==> src/rtl/ascii_hex_word_parser.sv <==
// Byte-stream ASCII hex parser: decodes hex/keypad characters from the UART RX
// path into nibbles and packs NUM_DIGITS of them into a word with line editing.
module ascii_hex_word_parser #(
    parameter int NUM_DIGITS  = 4,
    parameter int ALLOW_LOWER = 1,
    parameter int KEYPAD_MODE = 0,
    localparam int W  = 4 * NUM_DIGITS,
    localparam int CW = $clog2(NUM_DIGITS + 1)
) (
    input  logic          clk,
    input  logic          rst_n,
    input  logic [7:0]    rx_data,
    input  logic          rx_valid,
    output logic [W-1:0]  word_out,
    output logic          word_valid,
    output logic          err,
    output logic [CW-1:0] digit_cnt,
    output logic          discarding
);

    typedef enum logic [1:0] {
        IDLE    = 2'd0,
        ACCUM   = 2'd1,
        DISCARD = 2'd2
    } state_t;

    state_t        state, state_nx;
    logic [W-1:0]  acc, acc_nx, acc_sh, word_nx;
    logic [CW-1:0] cnt, cnt_nx, cnt_inc;
    logic          wv_nx, err_nx;
    logic          is_digit, is_term, is_bs, is_esc;
    logic [3:0]    nib;

    // Character classification; digits take priority over control codes.
    always_comb begin
        is_digit = 1'b0;
        nib      = 4'h0;
        if (rx_data >= 8'h30 && rx_data <= 8'h39) begin
            is_digit = 1'b1;
            nib      = rx_data[3:0];
        end else if (rx_data >= 8'h41 && rx_data <= 8'h46) begin
            is_digit = 1'b1;
            nib      = rx_data[3:0] + 4'd9;
        end else if (ALLOW_LOWER != 0 && rx_data >= 8'h61 && rx_data <= 8'h66) begin
            is_digit = 1'b1;
            nib      = rx_data[3:0] + 4'd9;
        end else if (KEYPAD_MODE != 0 && rx_data == 8'h2A) begin
            is_digit = 1'b1;
            nib      = 4'hE;
        end else if (KEYPAD_MODE != 0 && rx_data == 8'h23) begin
            is_digit = 1'b1;
            nib      = 4'hF;
        end
        is_term = (rx_data == 8'h0D) || (rx_data == 8'h0A);
        is_bs   = (rx_data == 8'h08);
        is_esc  = (rx_data == 8'h1B);
    end

    always_comb begin
        state_nx = state;
        acc_nx   = acc;
        cnt_nx   = cnt;
        word_nx  = word_out;
        wv_nx    = 1'b0;
        err_nx   = 1'b0;
        // Shift form avoids an empty slice when NUM_DIGITS is 1.
        acc_sh   = (acc << 4) | W'(nib);
        cnt_inc  = cnt + CW'(1);

        if (rx_valid) begin
            if (state == DISCARD) begin
                if (is_term || is_esc)
                    state_nx = IDLE;
            end else if (is_digit) begin
                if (cnt_inc == CW'(NUM_DIGITS)) begin
                    word_nx  = acc_sh;
                    wv_nx    = 1'b1;
                    acc_nx   = '0;
                    cnt_nx   = '0;
                    state_nx = IDLE;
                end else begin
                    acc_nx   = acc_sh;
                    cnt_nx   = cnt_inc;
                    state_nx = ACCUM;
                end
            end else if (is_term) begin
                if (cnt != '0) begin
                    word_nx = acc;
                    wv_nx   = 1'b1;
                end
                acc_nx   = '0;
                cnt_nx   = '0;
                state_nx = IDLE;
            end else if (is_bs) begin
                if (cnt != '0) begin
                    acc_nx   = acc >> 4;
                    cnt_nx   = cnt - CW'(1);
                    state_nx = (cnt == CW'(1)) ? IDLE : ACCUM;
                end
            end else if (is_esc) begin
                acc_nx   = '0;
                cnt_nx   = '0;
                state_nx = IDLE;
            end else begin
                err_nx   = 1'b1;
                acc_nx   = '0;
                cnt_nx   = '0;
                state_nx = DISCARD;
            end
        end
    end

    always_ff @(posedge clk or negedge rst_n) begin
        if (!rst_n) begin
            state      <= IDLE;
            acc        <= '0;
            cnt        <= '0;
            word_out   <= '0;
            word_valid <= 1'b0;
            err        <= 1'b0;
        end else begin
            state      <= state_nx;
            acc        <= acc_nx;
            cnt        <= cnt_nx;
            word_out   <= word_nx;
            word_valid <= wv_nx;
            err        <= err_nx;
        end
    end

    assign digit_cnt  = cnt;
    assign discarding = (state == DISCARD);

endmodule

==> config.mk <==
export PLATFORM = sky130hd
export DESIGN_NAME = ascii_hex_word_parser
export DESIGN_NICKNAME = d
export VERILOG_FILES = /design/src/rtl/ascii_hex_word_parser.sv
export SDC_FILE = /design/constraint.sdc
export NUM_CORES = 1
export LEC_CHECK = 0
export ABC_AREA = 1
export CAP_MARGIN = 40
export CORE_MARGIN = 1
export CORE_UTILIZATION = 50
export DETAILED_ROUTE_END_ITERATION = 8
export GPL_TIMING_DRIVEN = 1
export PLACE_DENSITY = 0.75
export SYNTH_ARGS = -nofsm -noshare
export SYNTH_HDL_FRONTEND = slang
export SYNTH_SLANG_ARGS = --single-unit
==> constraint.sdc <==
create_clock -name clk -period 2.4 [get_ports clk]
set_input_delay 0.36 -clock clk [delete_from_list [all_inputs] [get_ports clk]]
set_output_delay 0.36 -clock clk [all_outputs]
set_load 0.005 [all_outputs]
==> results_dict.tcl <==
set metrics [dict create \
    crit_top_cell "nand2_1" \
    dp.cells 424 \
    switching_share 0.303 \
    finalHoldViolCount 0 \
    die_y_um 70.9 \
    crit_arrival_ns 2.30 \
    skew_ns 0.00994 \
    syn_to_final_growth_pct 23.6 \
    yosysUniqueCellTypes 25 \
    vias 2245 \
    p_clk_frac 0.324 \
    drc 0 \
    core_region_area_um2 4440 \
    path_class "in -> reg" \
    worst-r2r-cell-count 7 \
    io_buffers 32 \
    fill_cells 400 \
    cts_resized 0 \
    diodes 0 \
    rsz0062_at_grt "no" \
    tns_ns 0 \
    dieArea_um2 5020 \
    placed_cell_area_um2 2790 \
    finalCriticalPeriod_ns 2.06 \
    dp_hpwl_um 4120 \
    start_util 0.534 \
    nNetsFinal 400 \
    syn_area_um2 2370 \
    drive_gt1_frac 0.0945 \
    post_drt_wl_per_cell_um 13.1 \
    p_seq_frac 0.401 \
    tritoncts.num_buffers 5 \
    gr-total-overflow 0 \
    ys_warn_count 0 \
    htreeDepth 2 \
    drv_cap 0 \
    crit_chain "clkdlybuf4s50_1 -> inv_1 -> ha_1 -> nor2_1 -> nand2_1 -> nand3_1 -> nand2_2 -> buf_4 -> o21ai_0 -> nand2_1 -> nand2_1" \
    cts_tree "built" \
    wirelength_um 5670 \
    final_area_um2 2930 \
    p_int_mw 1.40 \
    combPwrFrac 0.275 \
    antenna_found_initial 0 \
    finalSetupViolations 0 \
    pwr_density_cell_nw_per_um2 687 \
    slew_violations 0 \
    grt_pass1_vias 2064 \
    status "completed" \
    clkLatencyLatePin_ns 0.30 \
    power.switching_uw 610 \
    clk_pin_slew_ns 0.07 \
    clockRootBuffer "clkbuf_8" \
    slew_headroom 0.731 \
    post_cts_buffers 0 \
    grt_usage 0.243 \
    die_w_um 70.9 \
    timing.final.crit_share 0.859 \
    ys_seq_elements 39 \
    start_kind "input port" \
    synth_fp_nets 359 \
    io_pins 33 \
    grt_pass1_wl_um 9500 \
    via_per_inst 5.18 \
    rows 24 \
    grt_max_degree 37 \
    yosysSeqAreaShare 0.412 \
    ant_nets 0 \
    cp-end-kind "flop" \
    fmax_mhz 485 \
    cp_slowest_cell "clkdlybuf4s50_1" \
    place.gp.congestion 0.986 \
    first_iter_violations 173 \
    crit_fanout 18 \
    required_ns 2.64 \
    avgSynthCellArea_um2 6.99 \
    irDropWorstVdd_v 0.000389 \
    instances_no_fill 433 \
    cts.sinks 39 \
    worstMarginPinSlew_ns 0.399 \
    cpPeakStageDelay_ns 0.55 \
    firstDrtPassIters 7 \
    hp-class "in -> async" \
    clock_path_buffers 2 \
    synthCells 339 \
    p_leak_nw 1.53 \
]
## flip-flops by register name, indices dropped and copies added (netlist names)
signal and cells:
word_out 16, acc 16, state 2, word_valid 1, digit_cnt 3, err 1
## critical path: cells and delay by family
kind | cells | cell delay (ns)
simple gates | 6 | 0.58
compound gates | 1 | 0.23
fa+ha+maj | 1 | 0.24
buf+inv | 3 | 0.87
## area by class of cell
cell class,count,area (um2),area share
clock buffer,6,72.6,0.0248
tap,52,65.1,0.0222
multi-input combinational,263,1230,0.420
timing repair buffer,45,428,0.146
clock inverter,2,60.1,0.0205
sequential,39,976,0.333
inverter,26,97.6,0.0333
## repair_timing
item | 4_1_cts | 5_1_grt
hold buffers | 1 | 0
endpoints found under the hold margin | 3 | 0
endpoints found under the setup margin | 0 | 0
## metal layers
| layer | part of all wire | track usage | vias to the layer above |
|---|---|---|---|
| met2 | 0.44 | 0.353 | 84 |
| met3 | 0.073 | 0.0470 | 10 |
| met4 | 0.016 | 0.102 | 0 |
| met5 | 0 | 0 | - |
| li1 | - | - | 1137 |
| met1 | 0.47 | 0.355 | 1014 |
## through the flow
stage | setup WS [ns] | hold WS, ns | utilization | total power, mW
finish | 0.339 | 0.418 | 0.659 | 2.01
global route | 0.0993 | 0.418 | 0.659 | 2.12
CTS | 0.373 | 0.404 | 0.659 | 2.02
detailed placement | 0.0709 | 0.179 | 0.627 | 1.37
global placement | 0.158 | 0.463 | 0.623 | 1.35
floorplan | 0.747 | 0.0644 | - | 1.12
## power groups by stage
stage | clock network [mW] | registers, mW | logic [mW]
finish | 0.652 | 0.808 | 0.554
global route | 0.687 | 0.820 | 0.615
CTS | 0.662 | 0.807 | 0.555
detailed placement | 0 | 0.820 | 0.549
global placement | 0 | 0.818 | 0.533
floorplan | 0 | 0.811 | 0.307
## synthesized netlist by cell type
library cell  instances  share of area
ha_1                  9          0.047
nor2_8                1         0.0084
buf_4                 1         0.0032
nor2_2                5          0.013
nand3_2               1         0.0042
nor2_1               24          0.038
buf_2                 8          0.017
o211ai_1              1         0.0032
xnor2_1               1         0.0037
nand2_4               2         0.0095
nand3_4               1         0.0074
a21oi_1               5          0.011
nand2_2               2         0.0053
nor3_1                1         0.0021
o21ai_1               2         0.0042
nand3_1              28          0.059
inv_1                22          0.035
nand2_1             151           0.24
buf_8                 1         0.0063
o21ai_0              26          0.055
inv_2                 4         0.0063
clkbuf_1              1         0.0016
dfrtp_1              39           0.41
xor2_1                1         0.0037
nand4_1               2         0.0053
## cell usage in the layout, fill, tap and decap left out
cell	n
inv_2	4
dlygate4sd3_1	1
nor3_1	1
bufinv_16	2
nor2_8	1
nand2_2	2
nand4_1	2
o211ai_1	1
clkdlybuf4s50_1	31
a21oi_1	5
clkbuf_8	5
ha_1	9
xnor2_1	1
nand3_2	1
nor2_2	5
o21ai_1	2
buf_12	1
nand2_4	2
nand2_1	151
nand3_4	1
inv_1	22
buf_2	1
buf_4	11
clkbuf_1	1
o21ai_0	26
dfrtp_1	39
nand3_1	28
xor2_1	1
nor2_1	24
## final timing paths
path                       slack (ns)           to          from
max in group asynchronous        1.59       acc[2]         rst_n
min                              0.42     state[1]         rst_n
min reg2reg                      0.48  word_out[3]   word_out[3]
max                              0.34  word_out[8]    rx_data[0]
min in group clk                 0.48  word_out[3]   word_out[3]
max reg2reg                      0.54       acc[2]  digit_cnt[0]
## kinds of logic (layout without fill, tap and decap cells)
logic type,Yosys count,count (layout),synth area share
AO/OA/AOI/OAI,34,34,0.0728
XOR/XNOR,2,2,0.00739
adder cells (fa/ha/maj),9,9,0.0475
flip-flops,39,39,0.412
buffers and inverters,37,79,0.0691
AND/OR/NAND/NOR,218,218,0.392
Note: power is estimated with default switching activity, not from simulation.
